## src/rtl/coproc_pkg.sv

```systemverilog
// Shared coprocessor definitions: matrix geometry, sequencer command encodings and
// the controller's instruction opcodes.
package coproc_pkg;

    localparam int unsigned ELEM_W  = 8;
    localparam int unsigned DIM_MAX = 5;
    localparam int unsigned MAT_W   = DIM_MAX * DIM_MAX * ELEM_W;

    typedef enum logic [1:0] {
        CmdLoadA  = 2'd0,
        CmdLoadB  = 2'd1,
        CmdStoreC = 2'd2,
        CmdRsvd   = 2'd3
    } cmd_op_e;

    typedef enum logic [3:0] {
        OpRead  = 4'd0,
        OpWrite = 4'd1,
        OpSum   = 4'd2,
        OpSub   = 4'd3,
        OpMul   = 4'd4,
        OpTrans = 4'd5,
        OpDet2  = 4'd6,
        OpDet3  = 4'd7,
        OpDet4  = 4'd8,
        OpDet5  = 4'd9
    } ctrl_op_e;

    function automatic logic dim_legal(input logic [2:0] dim, input int unsigned dim_max);
        return (dim >= 3'd2) && (32'(dim) <= dim_max);
    endfunction

endpackage

```

## src/rtl/matrix_addr_gen.sv

```systemverilog
// Row/column walker for one matrix command: produces the packed row-major memory address
// and the bit offset of the element inside the fixed DIM_MAX x DIM_MAX register slot.
module matrix_addr_gen #(
    parameter int unsigned ELEM_W  = 8,
    parameter int unsigned DIM_MAX = 5,
    parameter int unsigned ADDR_W  = 8,
    localparam int unsigned OffW   = $clog2(DIM_MAX * DIM_MAX * ELEM_W)
) (
    input  logic              clk_i,
    input  logic              reset_i,
    input  logic              clear_i,
    input  logic              advance_i,
    input  logic [ADDR_W-1:0] base_i,
    input  logic [2:0]        dim_i,
    output logic              last_o,
    output logic [ADDR_W-1:0] addr_o,
    output logic [OffW-1:0]   bit_off_o
);

    logic [2:0] row_q, row_d;
    logic [2:0] col_q, col_d;
    logic [5:0] row_span;

    always_comb begin
        row_d = row_q;
        col_d = col_q;
        if (clear_i) begin
            row_d = '0;
            col_d = '0;
        end else if (advance_i) begin
            if (col_q == dim_i - 3'd1) begin
                col_d = '0;
                row_d = row_q + 3'd1;
            end else begin
                col_d = col_q + 3'd1;
            end
        end
    end

    always_ff @(posedge clk_i) begin
        if (reset_i) begin
            row_q <= '0;
            col_q <= '0;
        end else begin
            row_q <= row_d;
            col_q <= col_d;
        end
    end

    assign last_o    = (row_q == dim_i - 3'd1) && (col_q == dim_i - 3'd1);
    assign row_span  = 6'(row_q) * 6'(dim_i);
    // Address arithmetic wraps modulo 2^ADDR_W by construction.
    assign addr_o    = base_i + ADDR_W'(row_span) + ADDR_W'(col_q);
    assign bit_off_o = OffW'((32'(row_q) * DIM_MAX + 32'(col_q)) * ELEM_W);

endmodule

```

## src/rtl/matrix_mem_sequencer.sv

```systemverilog
// Executes LOAD_A / LOAD_B / STORE_C commands as a sequence of single-element
// start/done memory transactions between byte memory and the matrix registers.
module matrix_mem_sequencer
    import coproc_pkg::*;
#(
    parameter int unsigned ELEM_W  = 8,
    parameter int unsigned DIM_MAX = 5,
    parameter int unsigned ADDR_W  = 8,
    localparam int unsigned MatW   = DIM_MAX * DIM_MAX * ELEM_W,
    localparam int unsigned OffW   = $clog2(MatW)
) (
    input  logic              clk,
    input  logic              reset,
    input  logic              cmd_valid,
    output logic              cmd_ready,
    input  logic [1:0]        cmd_op,
    input  logic [ADDR_W-1:0] cmd_base,
    input  logic [2:0]        cmd_dim,
    output logic [ADDR_W-1:0] mem_addr,
    output logic [ELEM_W-1:0] mem_wdata,
    output logic              mem_wr,
    output logic              mem_start,
    input  logic [ELEM_W-1:0] mem_rdata,
    input  logic              mem_done,
    input  logic [MatW-1:0]   matrix_c,
    output logic [MatW-1:0]   matrix_a,
    output logic [MatW-1:0]   matrix_b,
    output logic              busy,
    output logic              cmd_done,
    output logic              cmd_err
);

    typedef enum logic [2:0] {
        StIdle,
        StIssue,
        StNext,
        StFinish,
        StErrWait,
        StErr
    } state_e;

    state_e            state_q, state_d;
    cmd_op_e           op_q;
    cmd_op_e           op_in;
    logic [ADDR_W-1:0] base_q;
    logic [2:0]        dim_q;
    logic [MatW-1:0]   mat_a_q, mat_b_q;

    logic              accept;
    logic              zero_a, zero_b;
    logic              capture;
    logic              ag_clear, ag_advance, ag_last;
    logic [ADDR_W-1:0] ag_addr;
    logic [OffW-1:0]   ag_off;

    assign op_in = cmd_op_e'(cmd_op);

    matrix_addr_gen #(
        .ELEM_W  (ELEM_W),
        .DIM_MAX (DIM_MAX),
        .ADDR_W  (ADDR_W)
    ) u_addr_gen (
        .clk_i     (clk),
        .reset_i   (reset),
        .clear_i   (ag_clear),
        .advance_i (ag_advance),
        .base_i    (base_q),
        .dim_i     (dim_q),
        .last_o    (ag_last),
        .addr_o    (ag_addr),
        .bit_off_o (ag_off)
    );

    always_comb begin
        state_d    = state_q;
        cmd_ready  = 1'b0;
        busy       = 1'b1;
        mem_start  = 1'b0;
        cmd_done   = 1'b0;
        cmd_err    = 1'b0;
        accept     = 1'b0;
        zero_a     = 1'b0;
        zero_b     = 1'b0;
        capture    = 1'b0;
        ag_clear   = 1'b0;
        ag_advance = 1'b0;
        unique case (state_q)
            StIdle: begin
                cmd_ready = 1'b1;
                busy      = 1'b0;
                ag_clear  = 1'b1;
                if (cmd_valid) begin
                    accept = 1'b1;
                    if (op_in == CmdRsvd || !dim_legal(cmd_dim, DIM_MAX)) begin
                        state_d = StErrWait;
                    end else begin
                        zero_a  = (op_in == CmdLoadA);
                        zero_b  = (op_in == CmdLoadB);
                        state_d = StIssue;
                    end
                end
            end
            StIssue: begin
                mem_start = 1'b1;
                if (mem_done) begin
                    capture = (op_q != CmdStoreC);
                    state_d = StNext;
                end
            end
            StNext: begin
                if (ag_last) begin
                    state_d = StFinish;
                end else begin
                    ag_advance = 1'b1;
                    state_d    = StIssue;
                end
            end
            StFinish: begin
                cmd_done = 1'b1;
                state_d  = StIdle;
            end
            // Illegal commands take one quiet cycle before reporting.
            StErrWait: state_d = StErr;
            StErr: begin
                cmd_done = 1'b1;
                cmd_err  = 1'b1;
                state_d  = StIdle;
            end
            default: state_d = StIdle;
        endcase
    end

    always_ff @(posedge clk) begin
        if (reset) begin
            state_q <= StIdle;
            op_q    <= CmdLoadA;
            base_q  <= '0;
            dim_q   <= '0;
        end else begin
            state_q <= state_d;
            if (accept) begin
                op_q   <= op_in;
                base_q <= cmd_base;
                dim_q  <= cmd_dim;
            end
        end
    end

    always_ff @(posedge clk) begin
        if (reset) begin
            mat_a_q <= '0;
        end else if (zero_a) begin
            mat_a_q <= '0;
        end else if (capture && op_q == CmdLoadA) begin
            mat_a_q[ag_off +: ELEM_W] <= mem_rdata;
        end
    end

    always_ff @(posedge clk) begin
        if (reset) begin
            mat_b_q <= '0;
        end else if (zero_b) begin
            mat_b_q <= '0;
        end else if (capture && op_q == CmdLoadB) begin
            mat_b_q[ag_off +: ELEM_W] <= mem_rdata;
        end
    end

    assign matrix_a  = mat_a_q;
    assign matrix_b  = mat_b_q;
    assign mem_addr  = mem_start ? ag_addr : '0;
    assign mem_wr    = mem_start && (op_q == CmdStoreC);
    assign mem_wdata = mem_wr ? matrix_c[ag_off +: ELEM_W] : '0;

endmodule

```

## config.mk

```make
export PLATFORM = sky130hd
export DESIGN_NAME = matrix_mem_sequencer
export DESIGN_NICKNAME = d
export VERILOG_FILES = /design/src/rtl/coproc_pkg.sv /design/src/rtl/matrix_addr_gen.sv /design/src/rtl/matrix_mem_sequencer.sv
export SDC_FILE = /design/constraint.sdc
export NUM_CORES = 1
export LEC_CHECK = 0
export ABC_AREA = 1
export CAP_MARGIN = 20
export CORE_AREA = 2 2 253 255
export DETAILED_ROUTE_END_ITERATION = 7
export DIE_AREA = 0 0 255 257
export DONT_BUFFER_PORTS = 1
export GPL_ROUTABILITY_DRIVEN = 1
export GPL_TIMING_DRIVEN = 0
export HOLD_SLACK_MARGIN = 0.03
export SYNTH_ARGS = -nofsm -noshare
export SYNTH_HDL_FRONTEND = slang
export SYNTH_SLANG_ARGS = --single-unit
```

## constraint.sdc

```tcl
create_clock -name clk -period 7.5 [get_ports clk]
set_clock_uncertainty 0.05 [all_clocks]
set_input_delay 1.125 -clock clk [delete_from_list [all_inputs] [get_ports clk]]
set_output_delay 1.125 -clock clk [all_outputs]
set_load 0.05 [all_outputs]
```

### Word-level counts from Yosys, hierarchy flattened

Index checks and enable logic that the tools add are counted.

| operators by class | value |
|---|---|
| $add $sub $neg | 7 |
| multipliers | 2 |
| order comparisons | 2 |
| eq/ne operators | 14 |
| shift-type cells | 3 |
| mux-type cells | 27 |
| reduce and logical (&&, ||, !) cells | 16 |

Operators by type and width:

| operator | number |
|---|---|
| 200-bit bitwise mux | 2 |
| 8-bit by 10-bit variable shift with 200-bit output (first input constant) | 1 |
| 200-bit by 9-bit variable part select with 8-bit output | 1 |
| 8-bit by 10-bit variable part select with 200-bit output | 1 |
| 1-bit two-way mux | 17 |
| 8-bit two-way mux | 2 |
| 3-bit two-way mux | 4 |
| 3-bit case mux with 4 select lines | 1 |
| 8-bit negation with 10-bit output | 1 |
| 8-bit by 3-bit adder with 8-bit output | 1 |
| 8-bit by 6-bit adder with 8-bit output | 1 |
| 2-bit OR reduction | 4 |
| 3-bit by 1-bit adder with 3-bit output (second input constant) | 2 |
| 3-bit by 2-bit == test with 1-bit output (second input constant) | 2 |
| 3-bit == test | 2 |
| 3-bit == test (second input constant) | 2 |
| 3-bit by 3-bit multiplier with 6-bit output | 1 |
| 2-bit != test (second input constant) | 3 |
| 5-bit by 3-bit adder with 5-bit output | 1 |
| 1-bit logical AND | 5 |
| 3-bit by 3-bit multiplier with 5-bit output (second input constant) | 1 |
| 2-bit by 1-bit == test with 1-bit output (second input constant) | 2 |
| 2-bit == test (second input constant) | 2 |
| 2-bit zero test | 2 |
| other kinds (9) | 10 |

| storage, ports and cells | value |
|---|---|
| register bits after elaboration | 422 |
| output and inout port bits | 422 |
| word-level logic and storage cells | 79 |

### Logic depth before layout (Yosys ltp)

| logic depth | value |
|---|---|
| depth after elaboration | 8 |
| gate-level depth with buffers | 18 |
| depth with buffers taken out | 18 |

### Cells and area by module

From an unflattened synthesis, not the netlist that was laid out.

| second synthesis, totals | value |
|---|---|
| cell total of the unflattened synthesis | 5,370 |
| area, all modules | 30,894.6 µm² |

Modules (own cells, without submodules):

| module | instances | cells an instance | area each (µm²) |
|---|---|---|---|
| matrix_mem_sequencer | 1 | 5,209 | 29,673.5 |
| matrix_addr_gen | 1 | 161 | 1,221.2 |

### Worst setup path before layout

No wires, ideal clock.

| timing | value |
|---|---|
| path kind | reg2out |
| from | register u_addr_gen.row_q[2] |
| to | output mem_addr[7] |
| arrival time | 3.818 ns |
| required time | 6.325 ns |
| setup slack | 2.507 ns |
| stages on the path, launching flop included | 16 |
| buffers on the path | 1 |
| path through | dfxtp_1 buf_2 nand2_1 fa_1 fa_1 fa_1 inv_1 fa_1 nand2_1 inv_1 o21ai_0 nand2_1 nand2_1 nand2_1 a21o_1 a21oi_1 |

| on the way | value |
|---|---|
| word-level cells in the longest chain between the ends | 4 |

Ends and longest elaborated chain:

| item | RTL line | source |
|---|---|---|
| start: declaration | matrix_addr_gen.sv:20 | `logic [2:0] row_q, row_d;` |
| start signal: assignment | matrix_addr_gen.sv:45 | `row_q <= row_d;` |
| 3-bit by 3-bit multiplier with 6-bit output | matrix_addr_gen.sv:51 | `assign row_span = 6'(row_q) * 6'(dim_i);` |
| 8-bit by 6-bit adder with 8-bit output | matrix_addr_gen.sv:53 | `assign addr_o = base_i + ADDR_W'(row_span) + ADDR_W'(col_q);` |
| 8-bit by 3-bit adder with 8-bit output | matrix_addr_gen.sv:53 |  |
| 8-bit two-way mux | matrix_mem_sequencer.sv:171 | `assign mem_addr = mem_start ? ag_addr : '0;` |
| end: declaration | matrix_mem_sequencer.sv:19 | `output logic [ADDR_W-1:0] mem_addr,` |

Every way passes these cells.

### Final worst setup path

| timing | value |
|---|---|
| from | register u_addr_gen.row_q[1] |
| to | output mem_wdata[5] |

| on the way | value |
|---|---|
| word-level cells in the longest chain between the ends | 4 |

Ends and longest elaborated chain:

| item | RTL line | source |
|---|---|---|
| 3-bit by 3-bit multiplier with 5-bit output | matrix_addr_gen.sv:54 | `assign bit_off_o = OffW'((32'(row_q) * DIM_MAX + 32'(col_q)) * ELEM_W);` |
| 5-bit by 3-bit adder with 5-bit output | matrix_addr_gen.sv:54 |  |
| 200-bit by 9-bit variable part select with 8-bit output | matrix_mem_sequencer.sv:173 | `assign mem_wdata = mem_wr ? matrix_c[ag_off +: ELEM_W] : '0;` |
| 8-bit two-way mux | matrix_mem_sequencer.sv:173 |  |
| end: declaration | matrix_mem_sequencer.sv:20 | `output logic [ELEM_W-1:0] mem_wdata,` |

Every way passes these cells.

==> out/results.txt <==
First-pass GRT wire length: 139000 um
CP Cell Sequence: ha_1 -> ha_1 -> buf_1 -> clkbuf_1 -> a21oi_1 -> a22oi_1 -> nand2_1 -> nand3_1 -> nand3_1 -> a21oi_1
Layout cells sized above 1: 0.0875
Cell area after synthesis: 20000 um2
Startpoint Class: flip-flop
Flops & latches, synth: 422
All-layer global routing usage: 0.295
WP buf/inv: 2
Worst-path clk slew: 0.06 ns
CTS buffer count: 47
Setup TNS: 0 ns
Endpoint of the worst register-to-register path: matrix_a[15]$_SDFFE_PP0P_
Synth top cells by count: nand2_1 (610), nor2_1 (600), dfxtp_1 (422), inv_1 (280), o21ai_0 (222)
Worst EP required: 6.32 ns
DRC viols: 0
Starting DRT DRC Count: 2025
Crit Path Category: flip-flop to output port
CP Capture Type: output port
Ys Warns: 0
Leak Pwr: 9.87 nW
Count leader, synth: nand2_1
Pwr dens: 231 nW/um2
CTS tree: done
Crit path max-delay family: compound AO/OA/AOI/OAI gates
Initial antenna violation count: 9
Status: finished clean
Final min period: 6.54 ns
Final setup fails: 0
Vert. Die Dim: 257 um
Synth Area per Inst: 6.90 um2
Post-CTS Setup Inserts: 0
Worst slew pin tran: 1.16 ns
Worst reg-to-reg setup slack: 2.33 ns
IR drop worst, VDD: 0.168 mV
Synth unique cells: 48
Max-slew headroom: 0.230
PostCTS Resize Cnt: 0
Core Region: 62700 um2
H-Tree Depth: 2
Worst min-delay path startpoint: base_q[2]$_SDFFE_PP0P_
Max cap viols: 0
Fill count: 6803
Hold Violations, Final: 0
Initial Util: 0.319
Syn nets: 3165
Critical-path maximum fanout: 10
Worst Setup SP: u_addr_gen.row_q[1]$_SDFFE_PP0P_
Ys flop type: dfxtp_1
Ys async rst share: 0
Final wirelength: 100000 um
Final Util: 0.364
Yosys top cell by area: dfxtp_1
Number of synthesized flops with an enable pin: 0
Depth of the most critical reg-to-reg path: 13
Via count: 19900
Area grow syn2layout: 13.8%
Max Clock Freq: 153 MHz
Hpwl dp: 79500 um
WHS Endpoint: base_q[2]$_SDFFE_PP0P_
Hold Crit Class: flip-flop to flip-flop
Seq/Total Area, Yosys: 0.422
Largest net degree at the start of global routing: 15
CP max-delay cell: a21oi_1
Boundary Pins: 647
Final max-slew violation count: 0
Longest Clk Path Bufs: 3
Clk Latency, worst-skew pair: 0.58 ns
Post-synthesis cell count: 2905
Unrepaired setup endpoints after global routing: false
First-pass DRT Iterations: 5
Vias per inst: 5.16
Vias in the first global route: 18500
GP Congestion: 1.06
Depth of the worst hold-timing path: 2
Hold buffers post-CTS: 0
Routed Antenna Nets: 0
Die Area: 65500 um2
CP peak stage delay: 0.95 ns
Crit path DAT: 5.37 ns
Nets: 3221
Num rows: 92
Grt total ovfl: 0
Post-DR wirelength/cell: 26.1 um
Synth area leaders: dfxtp_1 (42%), nand2_1 (11%), nor2_1 (11%)
Clock Sinks: 422
Yosys top cell area share: 0.422
Die width: 255 um
Port bufs: 0
Post-route clock period utilization: 0.872
Root buf cell: clkbuf_16
Reg2reg start: u_addr_gen.row_q[1]$_SDFFE_PP0P_
## cells by family after synthesis
| group | Yosys count | synth area share |
|---|---|---|
| AOI/OAI and AO/OA | 501 | 0.135 |
| xor gates and xnor gates | 3 | 0.00131 |
| adders and majority gates | 35 | 0.0249 |
| buffers and inverters | 487 | 0.102 |
| DFF | 422 | 0.422 |
| and+or+nand+nor | 1457 | 0.316 |
## final cells by class
type                    instances  area, um2  area share
inverters                     309       1170      0.0513
repair buffers                  7       78.8     0.00346
clock buffers                  64       1310      0.0574
multi-input cells            1996       9590       0.420
flip-flops and latches        422       8450       0.370
diodes                          6       15.0    0.000658
clock inverters                19        272      0.0119
well taps                     846       1060      0.0464
plain buffers                 178        870      0.0381
## power breakdown
| part | leakage, nW | switching [mW] | internal (mW) |
|---|---|---|---|
| Clock | 0.768 | 0.989 | 1.43 |
| Sequential | 3.40 | 0.0435 | 2.26 |
| Combinational | 5.71 | 0.419 | 0.119 |
## tightest hold or removal path, cell delays in order (launching register included)
cell and delay, ns:
dfxtp_1 0.29, inv_1 0.08, a21oi_1 0.07
## sequential cells by signal (all words and copies together) (netlist names)
name,count
u_addr_gen.row_q,3
matrix_a,200
state_q,3
u_addr_gen.col_q,3
op_q,2
matrix_b,200
dim_q,3
base_q,8
## worst max-delay path by stage
stage	end	slack, ns	cells after the start
global placement	mem_wdata[6]	1.56	10
detailed placement	mem_wdata[5]	1.73	10
floorplan	mem_addr[7]	2.51	15
finish	mem_wdata[5]	0.96	10
global route	mem_wdata[5]	0.75	10
CTS	mem_wdata[5]	1.09	10
## through the flow
stage                     hold slack, ns  cell area, um2  instances  setup slack (ns)  total power, mW
after floorplan                    0.416           20000       2905              2.51             2.69
after global placement             0.432           21100       3751              1.56             2.88
after detailed placement           0.441           21200       3758              1.73             2.88
after CTS                          0.448           22800       3841              1.09             5.28
after global routing               0.487           22800       3842             0.754             5.42
final                              0.448           22800       3847             0.958             5.27
## cells in the final DEF, fill, tap and decap left out, types with 10 or more instances in the layout
cell type    n
nor2_1     600
nand4_1     81
buf_1       18
inv_1      280
ha_1        27
a32o_1      10
o21ai_0    222
nor3_1      26
nor2_4      14
clkbuf_1    94
a22oi_1     15
dfxtp_1    422
nand3_1     63
a21oi_1    187
clkbuf_16   47
inv_2       23
o21ai_1     28
buf_2       53
buf_4       12
nand3_2     25
buf_6       16
nand2_1    610
a211oi_1    10
## metal layers
layer / up-vias / track usage / share of wire
li1: 9394 / - / -
met1: 9338 / 0.387 / 0.41
met4: 4 / 0.0874 / 0.031
met3: 153 / 0.111 / 0.12
met2: 961 / 0.450 / 0.43
met5: - / 0 / 0.00027
Note: power is estimated with default switching activity, not from simulation.
